===== config.mk =====
export PLATFORM = sky130hd
export DESIGN_NAME = count_sequencer_flat
export DESIGN_NICKNAME = d
export VERILOG_FILES = /design/src/rtl/count_sequencer_if.sv /design/src/rtl/count_sequencer.sv /design/src/flat_wrapper.sv
export SDC_FILE = /design/constraint.sdc
export NUM_CORES = 1
export LEC_CHECK = 0
export CAP_MARGIN = 20
export CORE_ASPECT_RATIO = 1.2
export CORE_MARGIN = 3
export CORE_UTILIZATION = 61
export DETAILED_ROUTE_END_ITERATION = 6
export PLACE_DENSITY = 0.82
export RECOVER_POWER = 25
export SYNTH_ARGS = -nofsm -noshare
export SYNTH_HDL_FRONTEND = slang
export SYNTH_SLANG_ARGS = --single-unit
export TNS_END_PERCENT = 10

===== constraint.sdc =====
create_clock -name clk -period 6.2 [get_ports clk]
set_clock_uncertainty 0.15 [all_clocks]
set_input_delay 1.24 -clock clk [delete_from_list [all_inputs] [get_ports clk]]
set_output_delay 1.24 -clock clk [all_outputs]
set_load 0.005 [all_outputs]

===== src/rtl/count_sequencer_if.sv =====
// Command bus and status outputs of the user counter sequencer.
// The master side issues opcodes and observes the count; the slave side is the sequencer.
interface count_sequencer_if #(
    parameter int WIDTH = 8
);
    logic             cmd_valid;
    logic [2:0]       cmd_op;
    logic [WIDTH-1:0] cmd_data;
    logic             cmd_ready;
    logic [WIDTH-1:0] count;
    logic [1:0]       state;
    logic             done;
    logic             wrap;

    modport master (
        output cmd_valid, cmd_op, cmd_data,
        input  cmd_ready, count, state, done, wrap
    );

    modport slave (
        input  cmd_valid, cmd_op, cmd_data,
        output cmd_ready, count, state, done, wrap
    );
endinterface


===== src/rtl/count_sequencer.sv =====
// Command-driven sequencer for the 8-bit user counter: prescaled up/down counting
// toward a terminal limit, with one-shot (done) or auto-reload (wrap) behaviour.
module count_sequencer #(
    parameter int WIDTH      = 8,
    parameter int PRESCALE_W = 4
) (
    input  logic             clk,
    input  logic             rst_n,
    count_sequencer_if.slave bus
);

    typedef enum logic [1:0] {
        S_IDLE  = 2'd0,
        S_RUN   = 2'd1,
        S_PAUSE = 2'd2,
        S_DONE  = 2'd3
    } state_t;

    localparam logic [2:0] OP_SET_MODE     = 3'd0;
    localparam logic [2:0] OP_LOAD         = 3'd1;
    localparam logic [2:0] OP_SET_LIMIT    = 3'd2;
    localparam logic [2:0] OP_SET_PRESCALE = 3'd3;
    localparam logic [2:0] OP_START        = 3'd4;
    localparam logic [2:0] OP_STOP         = 3'd5;
    localparam logic [2:0] OP_RESUME       = 3'd6;
    localparam logic [2:0] OP_CLEAR        = 3'd7;

    localparam logic [WIDTH-1:0]      CNT_ONE = WIDTH'(1);
    localparam logic [PRESCALE_W-1:0] PS_ONE  = PRESCALE_W'(1);

    state_t                r_state;
    logic [WIDTH-1:0]      r_count;
    logic [WIDTH-1:0]      r_base;
    logic [WIDTH-1:0]      r_limit;
    logic [PRESCALE_W-1:0] r_presc;
    logic [PRESCALE_W-1:0] r_pcnt;
    logic                  r_dir;
    logic                  r_reload;
    logic                  r_done;
    logic                  r_wrap;

    logic                  w_ready;
    logic                  w_accept;
    logic                  w_tick;
    logic                  w_at_limit;
    logic                  w_oneshot_term;
    logic [WIDTH-1:0]      w_step;

    // While running only STOP and CLEAR can be taken; everything else waits.
    always_comb begin
        w_ready = (r_state != S_RUN) || (bus.cmd_op == OP_STOP) || (bus.cmd_op == OP_CLEAR);
    end

    // Tick, step value and terminal detection for the current cycle.
    always_comb begin
        w_accept       = bus.cmd_valid & w_ready;
        w_tick         = (r_state == S_RUN) && (r_pcnt == r_presc);
        w_at_limit     = (r_count == r_limit);
        w_oneshot_term = w_tick & w_at_limit & ~r_reload;
        w_step         = r_dir ? (r_count - CNT_ONE) : (r_count + CNT_ONE);
    end

    // Sequencer FSM and datapath: the tick/terminal update is applied first, then an
    // accepted command overrides it (CLEAR beats a terminal; STOP yields to one-shot DONE).
    always_ff @(posedge clk or negedge rst_n) begin
        if (!rst_n) begin
            r_state  <= S_IDLE;
            r_count  <= '0;
            r_base   <= '0;
            r_limit  <= '1;
            r_presc  <= '0;
            r_pcnt   <= '0;
            r_dir    <= 1'b0;
            r_reload <= 1'b0;
            r_done   <= 1'b0;
            r_wrap   <= 1'b0;
        end else begin
            r_done <= 1'b0;
            r_wrap <= 1'b0;

            if (r_state == S_RUN) begin
                if (w_tick) begin
                    r_pcnt <= '0;
                    if (!w_at_limit) begin
                        r_count <= w_step;
                    end else if (r_reload) begin
                        r_count <= r_base;
                        r_wrap  <= 1'b1;
                    end else begin
                        r_done  <= 1'b1;
                        r_state <= S_DONE;
                    end
                end else begin
                    r_pcnt <= r_pcnt + PS_ONE;
                end
            end

            if (w_accept) begin
                case (bus.cmd_op)
                    OP_SET_MODE: begin
                        r_dir    <= bus.cmd_data[0];
                        r_reload <= bus.cmd_data[1];
                    end
                    OP_LOAD: begin
                        r_base <= bus.cmd_data;
                        if (r_state != S_RUN) begin
                            r_count <= bus.cmd_data;
                        end
                    end
                    OP_SET_LIMIT: begin
                        r_limit <= bus.cmd_data;
                    end
                    OP_SET_PRESCALE: begin
                        r_presc <= bus.cmd_data[PRESCALE_W-1:0];
                    end
                    OP_START: begin
                        if (r_state != S_RUN) begin
                            r_count <= r_base;
                            r_pcnt  <= '0;
                            r_state <= S_RUN;
                        end
                    end
                    OP_STOP: begin
                        if ((r_state == S_RUN) && !w_oneshot_term) begin
                            r_state <= S_PAUSE;
                        end
                    end
                    OP_RESUME: begin
                        if (r_state == S_PAUSE) begin
                            r_state <= S_RUN;
                        end
                    end
                    OP_CLEAR: begin
                        r_state <= S_IDLE;
                        r_count <= '0;
                        r_pcnt  <= '0;
                        r_done  <= 1'b0;
                        r_wrap  <= 1'b0;
                    end
                    default: begin
                    end
                endcase
            end
        end
    end

    assign bus.cmd_ready = w_ready;
    assign bus.count     = r_count;
    assign bus.state     = r_state;
    assign bus.done      = r_done;
    assign bus.wrap      = r_wrap;

endmodule


===== src/flat_wrapper.sv =====
// flat-port wrapper written by rule: the top's interface ports become plain ports
module count_sequencer_flat 
#(
    parameter int WIDTH      = 8,
    parameter int PRESCALE_W = 4
)
  (clk, rst_n, bus_cmd_valid, bus_cmd_op, bus_cmd_data, bus_cmd_ready, bus_count, bus_state, bus_done, bus_wrap);
  count_sequencer_if #(.WIDTH(WIDTH)) bus_i ();
  input  logic clk;
  input  logic rst_n;
  input wire logic [$bits(bus_i.cmd_valid)-1:0] bus_cmd_valid;
  input wire logic [$bits(bus_i.cmd_op)-1:0] bus_cmd_op;
  input wire logic [$bits(bus_i.cmd_data)-1:0] bus_cmd_data;
  output wire logic [$bits(bus_i.cmd_ready)-1:0] bus_cmd_ready;
  output wire logic [$bits(bus_i.count)-1:0] bus_count;
  output wire logic [$bits(bus_i.state)-1:0] bus_state;
  output wire logic [$bits(bus_i.done)-1:0] bus_done;
  output wire logic [$bits(bus_i.wrap)-1:0] bus_wrap;
  assign bus_i.cmd_valid = bus_cmd_valid;
  assign bus_i.cmd_op = bus_cmd_op;
  assign bus_i.cmd_data = bus_cmd_data;
  assign bus_cmd_ready = bus_i.cmd_ready;
  assign bus_count = bus_i.count;
  assign bus_state = bus_i.state;
  assign bus_done = bus_i.done;
  assign bus_wrap = bus_i.wrap;
  count_sequencer #(.WIDTH(WIDTH), .PRESCALE_W(PRESCALE_W)) u_core (.clk(clk), .rst_n(rst_n), .bus(bus_i));
endmodule

# Word-level counts from Yosys, hierarchy flattened
# Cells that the tools add are included.
op_classes:
  n_addsub: 3
  n_eq_ne: 12
  muxes: 35
  n_bitwise: 4
  n_reduce_logical: 10
ops:
  columns: ["cell", "count"]
  rows:
  - ["$mux 8", 8]
  - ["$pmux 8 s3", 1]
  - ["$mux 2", 8]
  - ["$mux 4", 4]
  - ["$eq 3x3->1 const B", 4]
  - ["$mux 1", 12]
  - ["$add 8x1->8 const B", 1]
  - ["$eq 8x8->1", 1]
  - ["$pmux 2 s4", 1]
  - ["$pmux 4 s2", 1]
  - ["$reduce_and 2->1", 4]
  - ["$sub 8x1->8 const B", 1]
  - ["$eq 3x2->1 const B", 2]
  - ["$add 4x1->4 const B", 1]
  - ["$eq 4x4->1", 1]
  - ["$and 1x1->1", 3]
  - ["$eq 3x1->1 const B", 1]
  - ["$logic_not 3->1", 1]
  - ["$eq 2x1->1 const B", 1]
  - ["$eq 2x2->1 const B", 1]
  - ["$logic_and 1x1->1", 2]
  - ["$logic_or 1x1->1", 2]
  - ["$ne 2x1->1 const B", 1]
  - ["$logic_not 1->1", 1]
  - ["$not 1->1", 1]
word_totals:
  reg_bits: 38
  in_bits: 14
  output_inout_bits: 13
  word_cells: 74

# Longest topological paths before layout
# Gate-level depths: netlist of run 1.
logic_depth:
  word_depth: 9
  depth_mapped: 8
  ltp_nobuf: 6

# Worst setup path after synthesis of run 1
# No wires, ideal clock.
synth_path:
  path_type: "input-to-output"
  from: "input port bus_cmd_op[2]"
  to: "output port bus_cmd_ready"
  arrival_ns: 1.860
  required_time_ns: 4.810
  setup_slack_ns: 2.950
  stages: 4
  path_buffers: 2
  path_cell_list: "clkbuf_1 > buf_2 > nand2_1 > nand2_1"
synth_via:
  elab_chain_cells: 3
  elab_cells_between_ends: 4
  classes_between: "eq/ne (2); reduce/logical (2)"
synth_lines:
  columns: ["item", "line_no", "source"]
  rows:
  - ["start: declaration", "flat_wrapper.sv:12", "input wire logic [$bits(bus_i.cmd_op)-1:0] bus_cmd_op;"]
  - ["$eq 3x3->1", "count_sequencer.sv:51", "w_ready = (r_state != S_RUN) || (bus.cmd_op == OP_STOP) || (bus.cmd_op == OP_CLEAR);"]
  - ["$logic_or 1x1->1", "count_sequencer.sv:51", null]
  - ["$logic_or 1x1->1 (*)", "count_sequencer.sv:51", null]
  - ["end: declaration", "flat_wrapper.sv:14", "output wire logic [$bits(bus_i.cmd_ready)-1:0] bus_cmd_ready;"]
# Every way passes the cells marked *; elsewhere a longest branch is shown, timed or not.

# Final worst setup path of run 1
# Same ends and word-level chain as after synthesis.

==> results of run 1 <==
-- synth_stat cells (2+ instances only) --
cell      instances
a21oi_1           9
a21boi_0          2
nand2b_1          4
a211oi_1          3
and3_1            2
nand3_1           9
dfstp_2           8
nor2_1           14
o211ai_1          4
or3_1             3
buf_6             2
nor4b_4           2
o22ai_1           6
xor2_1            5
dfrtp_1          30
ha_1              7
nor4_1            4
inv_1             8
nor2b_1           3
or2_2             2
xnor2_1          12
clkbuf_1          4
o21bai_1          2
nand2_1          18
a22oi_1           9
and4_1            2
o21ai_1           2
o21ai_0          13
nor3_1           10
nand4_1           4
buf_2             4
mux2_2           21
-- final cells by class --
class                           instances  area [sq um]  area share [%]
Inverter                                8          30.0            1.06
Clock inverter                          2          37.5            1.33
Tap cell                               52          65.1            2.30
Multi-Input combinational cell        193          1410            49.6
Clock buffer                            6          72.6            2.56
Timing Repair Buffer                   27           262            9.23
Sequential cell                        38           961            33.9
-- per-layer routing --
metal	vias up	routed length [microns]	share of wire, %
met3	15	298	5.1
li1	977	-	-
met5	-	0	0
met4	0	125	2.1
met1	994	2660	46
met2	83	2770	47
-- flip-flops by register name, indices dropped and copies added, names as in the netlist --
register and flops:
u_core.bus.count 8, u_core.r_base 8, u_core.r_limit 8, u_core.r_pcnt 4, u_core.r_presc 4, u_core.bus.state 2
u_core.bus.done 1, u_core.bus.wrap 1, u_core.r_dir 1, u_core.r_reload 1
-- cell families (layout without fill, tap and decap cells) --
kind of cell	after synthesis	after routing	share of synthesized area, %
and+or+nand+nor	83	83	19.1
adders and majority gates	8	8	4.37
buffers and inverters	20	43	4.01
AOI/OAI and AO/OA	63	63	17.5
DFF	38	38	39.0
muxes	22	22	10.0
xor gates and xnor gates	17	17	6.04
-- path summary, 6_finish.rpt --
| kind | to | slack [ns] | cells after the start |
|---|---|---|---|
| setup / recovery | bus_cmd_ready | 2.08 | 4 |
| hold / removal | u_core.r_base[1] | 0.39 | 1 |
| setup reg to reg | u_core.bus.state[1] | 3.63 | 6 |
| hold reg to reg | u_core.r_base[1] | 0.39 | 1 |
| max in group asynchronous | u_core.bus.count[7] | 3.43 | 1 |
| min in group asynchronous | u_core.bus.wrap | 1.34 | 1 |
-- metrics by stage --
stage	cells	setup slack, ns	hold slack [ns]	utilization [%]
3_3_place_gp	318	2.09	0.367	72.6
4_1_cts	326	2.09	0.394	75.5
5_1_grt	326	1.98	0.404	75.5
6_report	326	2.08	0.392	75.5
2_1_floorplan	251	2.95	0.348	-
3_5_place_dp	318	2.09	0.374	72.6
-- report_power, final --
part / switching, mW / internal, mW / total, mW
combinational: 0.264 / 0.271 / 0.535
sequential: 0.101 / 0.338 / 0.439
clock: 0.0878 / 0.120 / 0.208
total: 0.452 / 0.730 / 1.18
-- worst max-delay path, delay by kind of cell --
family	cells	cell delay, ns
buf+inv	2	1.30
simple gates	2	0.18
==> results by stage, run 1 <==
Clocking:
- CTS placed an instance of clkbuf_8 at the clock tree root.
- The setup fix buffers added after clock tree synthesis is 0.
- In this run, post-CTS hold repair placed 0 buffers.
- The number of buffers created by CTS is 5.
- The count of cells resized by post-cts repair is 0.
- After clock tree synthesis, the clock-pin slew on the worst setup and hold paths is 0.07 ns.
- The clock net sink count is 38.
- Clock latency on the worst-skew pair, taken at its later pin, is 0.29 ns.
- The clock tree synthesis step divided the H-tree into 2 levels.
- The maximum count of clock buffers along a single path is 2.
- The CTS tree is yes.

Logic synthesis:
- The Yosys step of the flow raised 0 warnings.
- The synthesized instance count is 251.
- In this run the cell area of the synthesized design comes to 0.00246 sq mm.
- In this run, synthesis inferred 0 flip-flops with an integrated enable.
- The net count after synthesis is about 270.
- The most used flip-flop cell after synthesis is dfrtp_1.
- After synthesis, flip-flops and latches occupy approximately two fifths of the total area.
- Averaged over all synthesized cells, the footprint is 9.82 sq um.
- The area share of the leading cell type in the synthesized netlist is 30.5%.
- The number of storage elements in the synthesis netlist is 38.
- Yosys attributes the largest share of cell area to dfrtp_1 (30%), mux2_2 (9.6%), dfstp_2 (8.5%).
- The count of different cell masters after synthesis is 55.
- The fraction of registers with async set or reset after synthesis is 100%.
- The cell accounting for the most synthesized area is dfrtp_1.

STA:
- Setup repair after global routing left no endpoint under its margin.
- For the pin with the worst max-slew slack, the measured transition is 1.96 ns.
- The total count of hold-check failures in the final report is 0.
- Setup violations remaining at the end of the flow were counted as 0.
- The maximum clock frequency is 243 MHz.
- The worst path uses 66.4% of the clock period.
- The remaining max-slew budget at the tightest pin is -30.7%.
- In the final timing run, aggregate negative setup slack is 0 ns.
- The clock period minus final worst setup slack is between 4 and 5 ns.
- The number of pins with negative max-slew slack in the final report is 39.

Critical path:
- Walking the worst path, the cells encountered are clkdlybuf4s50_1 > nand2_1 > nand2_1 > clkdlybuf4s50_1.
- The category of the critical setup timing path is in2out.
- STA classifies the critical path startpoint as an input pin.
- The required time of the worst setup path is 4.81 ns.
- The biggest cell delay along the critical path is 0.81 ns.
- The critical path arrival is 2.73 ns.
- STA classifies the critical path endpoint as an output pin.
- The largest driver fanout on the critical path is 15.
- The critical path starts at bus_cmd_op[2].
- The cell at the slowest stage of the critical path is clkdlybuf4s50_1.
- The launch point of the worst reg-to-reg path is u_core.bus.state[1].

Global routing:
- Global routing used 26.3% of the available tracks across all layers.
- In the global route stage, met2 resource usage came out at between 40% and 50%.
- The first global-routing pass estimated 9660 microns of wire.
- The initial antenna violation count was 0.
- For this run, global-route usage on met3 was measured as under 10%.
- The maximum number of pins on one net before global-route repair is 39.
- The number of global-route vias before repair is 1,941.
- The leftover overflow at the end of global routing is 0.
- In this run the most used layer during global routing was met2.
- For met1 alone, demand over resource in global routing was 36.8%.

Power:
- Across the VDD grid, the largest voltage drop is 0.000249 V.
- The static power due to leakage is 1.09 nW.
- In this run the power density over the cells is 417 mW/mm^2.
- The total power draw is between 1 and 1.5 mW.

Routing:
- The ratio of routed vias to standard cells is 6.35.
- The length of the first detailed-routing pass in iterations is 4.
- In the routed design, unresolved DRC markers number 0.
- Wires add up to 5850 microns.
- Once detail routing completed, the nets flagged for antenna violations numbered 0.
- Dividing the detail-routed wire length by the instance count gives 18.0 microns.
- For this block, the initial DRC count from the detailed router was 146.
- Across all layers, the routed design uses roughly 2,100 vias.

Final layout:
- The share of layout cells above drive strength 1 is 16.4%.
- The number of nets at the end of the flow is roughly 300.
- After filler insertion, the fill cell instance count of the layout stands at 286.
- The total inserted antenna cells is 0.
- The most common cell after layout, fill and taps aside is dfrtp_1.
- The growth of design area from synthesis to finish is 14.9%.
- The final standard cell area without fillers is 0.00283 sq mm.
- In the layout the commonest cells are dfrtp_1 (30), clkdlybuf4s50_1 (25), mux2_2 (21).

Die:
- The overall die area is 0.00484 sq mm.
- The top-level I/O count is 27.
- The number of standard-cell rows in the floorplan is 24.
- The starting utilization of the core area is between 60% and 70%.
- In this run the vertical extent of the chip is 75.6 microns.
- The floorplan step set the die width to 64.0 microns.
- The area of the placeable core is 0.00375 sq mm.

Min path:
- The startpoint of the tightest hold check path is u_core.r_base[1].
- The worst hold path belongs to the class reg2reg.

Run status:
- The flow ran to the end, but the final reports show violations.
- The checks that failed: capacitance limit, slew limit.

Place:
- The standard cell area after detailed placement is between 0.002 and 0.003 sq mm.
- The number of port buffers is 26.
- The final weighted congestion in routability-driven placement is 0.904.
- The detailed-placement wirelength estimate is 4370 microns.

Run:
- The total of max-cap violations is 1.
Power figures use the tool's default switching activity.
==> run 2: changes to the inputs <==
- CORE_UTILIZATION: 61 -> 56
- PLACE_DENSITY: 0.82 -> 0.76
- clock period: 6.2 -> 4.15 ns (I/O delays scaled with it)
==> run 2 against run 1 <==
- the run still ends with capacitance limit, slew limit left
- global-route usage decreased by 2.0 points
- combinational power grew 50%
- sequential cell count is the same
- setup slack lost 1.1 ns
- sequential share of layout area fell by 0.44 points
- critical path depth unchanged
- sequential power is 50% higher
- worst hold slack better by 0.0070 ns
- first-iteration DRC count rose by 4.8%
- clock power rose by 82%
- via count fell by 0.58%
- critical endpoint unchanged
==> results by stage, run 2 (synthesized netlist as in run 1, its figures left out) <==
Final layout:
- The final standard cell area without fillers is 0.00287 sq mm (+1.3%).
- The total inserted antenna cells is 0 (unchanged).
- The final cell count without fillers is 329 (+0.92%).
- The post-layout utilization of the core came to 70.0% (-5.4 points).
- The share of layout cells above drive strength 1 came to 17.1% (+0.67 points).
- The growth of design area from synthesis to finish is 16.4%.
- The most common cell after layout, fill and taps aside is dfrtp_1.
- In the layout the commonest cells are dfrtp_1 (30), clkdlybuf4s50_1 (25), mux2_2 (21).
- The number of nets at the end of the flow came to 296 (+0.34%).

STA:
- Based on the critical path, the design can be clocked at up to 312 MHz.
- The setup TNS is 0 ns (unchanged).
- The setup-violating endpoint count in the final report is 0 (unchanged).
- Setup repair after global routing left no endpoint under its margin.
- The remaining max-slew budget at the tightest pin is -33.3% (-2.6 points).
- The transition at the pin with the smallest max-transition slack came to 2.00 ns (+0.0390 ns).
- The number of pins with negative max-slew slack in the final report came to 39 (unchanged).
- The clock period could shrink to approximately 3.2 ns.
- The total count of hold-check failures in the final report was 0 (unchanged).
- The setup slack of the critical path after layout is 0.942 ns (-1.14 ns).
- The worst path uses 77.3% of the clock period.

Critical path:
- The launch point of the worst reg-to-reg path is u_core.bus.state[1].
- The end of the worst register-to-register path is u_core.bus.state[1].
- The largest driver fanout on the critical path is 13 (-2).
- The number of cell instances on the worst register-to-register path came to 6 (unchanged).
- The register-to-register setup slack is 1.60 ns (-2.03 ns).
- The category of the worst setup path capture point is an output pin.
- The worst setup path is launched from an input pin.
- The required time of the worst setup path came to 3.17 ns (-1.64 ns).
- The category of the critical setup timing path is in2out.
- The critical path arrival is 2.23 ns (-0.50 ns).

Global routing:
- The number of global-route vias before repair is 1,931 (-0.52%).
- The maximum number of pins on one net before global-route repair is 39 (unchanged).
- The wire length of the first global-routing pass is 9700 microns (+0.42%).
- The global routing usage summed across all routing layers was 24.3% (-2.0 points).
- The leftover overflow at the end of global routing is 0 (unchanged).
- The initial antenna violation count is 0 (unchanged).

Die:
- The number of standard-cell rows in the floorplan is 25 (+4.2%).
- The top-level I/O count was 27 (unchanged).
- The die outline width is 66.6 microns (+4.0%).
- The area of the placeable core is 0.00410 sq mm (+9.2%).
- The die span in y was 78.7 microns (+4.0%).
- The overall die area is 0.00524 sq mm (+8.1%).
- The starting utilization of the core area was 60.2% (-5.5 points).

Run:
- The total of max-cap violations is 1 (unchanged).

Place:
- The final weighted congestion in routability-driven placement was 0.959 (+6.0%).
- The detailed-placement wirelength estimate came to 4340 microns (-0.68%).
- The number of port buffers is 26 (unchanged).
- The standard cell area after detailed placement is 0.00273 sq mm (+0.37%).
- The number of placed cells counting well taps is 321 (+0.94%).
- The post-placement setup slack was 0.944 ns (-1.15 ns).

Run status:
- The flow ran to the end, but the final reports show violations.
- The checks that failed: capacitance limit, slew limit.

Power:
- The static power due to leakage is 1.11 nW (+2.0%).
- The areal power density over the cells is 640 mW/mm^2 (+53%).
- The worst supply voltage drop on vdd is 0.000335 V (+35%).

Clocking:
- The count of cells resized by post-cts repair is 0 (unchanged).
- The clock latency of the later-clocked register in the worst-skew pair is 0.30 ns (about the same).
- The number of H-tree levels is 2 (unchanged).
- The clock tree root buffer cell is clkbuf_8.
- The maximum count of clock buffers along a single path was 2 (unchanged).
- The number of buffers inserted by hold repair at cts is 0 (unchanged).
- The number of buffers created by CTS is 5 (unchanged).
- The clock net sink count is 38 (unchanged).
- The clock-pin slew on the worst setup and hold paths is 0.07 ns (about the same).
- The setup fix buffers added after clock tree synthesis is 0 (unchanged).
- TritonCTS built the clock tree.

Routing:
- The post-route DRC violation count was 0 (unchanged).
- The total number of vias is 2,057 (-0.58%).
- The length of the first detailed-routing pass in iterations was 5 (+1).
- The ratio of routed vias to standard cells was 6.25 (-1.5%).
- The detailed-route wire length is 5750 microns (-1.8%).
- The detailed router's first-iteration violation count was 153 (+4.8%).
- The wire length per cell after detailed routing came to 17.5 microns (-2.7%).
- The residual antenna-violating net count after detailed routing is 0 (unchanged).

Min path:
- The tightest min-delay check is of the reg2reg type.
- The startpoint of the tightest hold check path is u_core.r_base[1].
- The path with the worst hold slack has its endpoint at u_core.r_base[1].
- The hold-critical path depth is 1 (unchanged).
run 2: cell count changes in the layout (fill, tap and decap cells not counted), sizes merged:
| cell | previous run | this run |
|---|---|---|
| buf | 1 | 2 |
| bufinv | 1 | 2 |
| clkbuf | 7 | 6 |
| clkinv | 0 | 1 |
| clkinvlp | 1 | 0 |
run 2: where the power goes:
part / leakage (nW) / switching [mW] / internal, mW
clock: 0.0683 / 0.137 / 0.241
combinational: 0.588 / 0.395 / 0.406
sequential: 0.454 / 0.153 / 0.505
run 2: how the worst max path moves through the flow:
stage,start,to,slack [ns]
2_1_floorplan,bus_cmd_op[2],bus_cmd_ready,1.72
3_5_place_dp,bus_cmd_op[0],bus_cmd_ready,0.94
6_report,bus_cmd_op[0],bus_cmd_ready,0.94
3_3_place_gp,bus_cmd_op[0],bus_cmd_ready,0.94
5_1_grt,bus_cmd_op[0],bus_cmd_ready,0.88
4_1_cts,bus_cmd_op[0],bus_cmd_ready,0.94
run 2: stage by stage:
step / power, mW / hold WS, ns
CTS: 1.84 / 0.399
global route: 1.97 / 0.416
global placement: 1.44 / 0.361
floorplan: 1.20 / 0.348
detailed placement: 1.45 / 0.378
finish: 1.84 / 0.399
run 2: area by class of cell:
cell class	instances	area (sq um)
multi-input cells	193	1410
fillers	324	1230
flip-flops and latches	38	961
repair buffers	28	269
clock buffers	5	68.8
clock inverters	3	68.8
well taps	54	67.6
inverters	8	30.0
run 2: worst max-delay path: stages:
cell and delay, ns:
clkdlybuf4s50_1 0.74, nand2_1 0.10, nand2_1 0.07, clkdlybuf4s50_1 0.49
run 2: layer usage:
layer	up-vias	share of wire (%)	wire length, microns	GRT usage, %
met5	-	0	0	0
met1	967	46	2650	35.2
met2	97	46	2640	36.0
li1	982	-	-	-
met4	0	2.1	119	9.15
met3	11	5.8	336	4.29
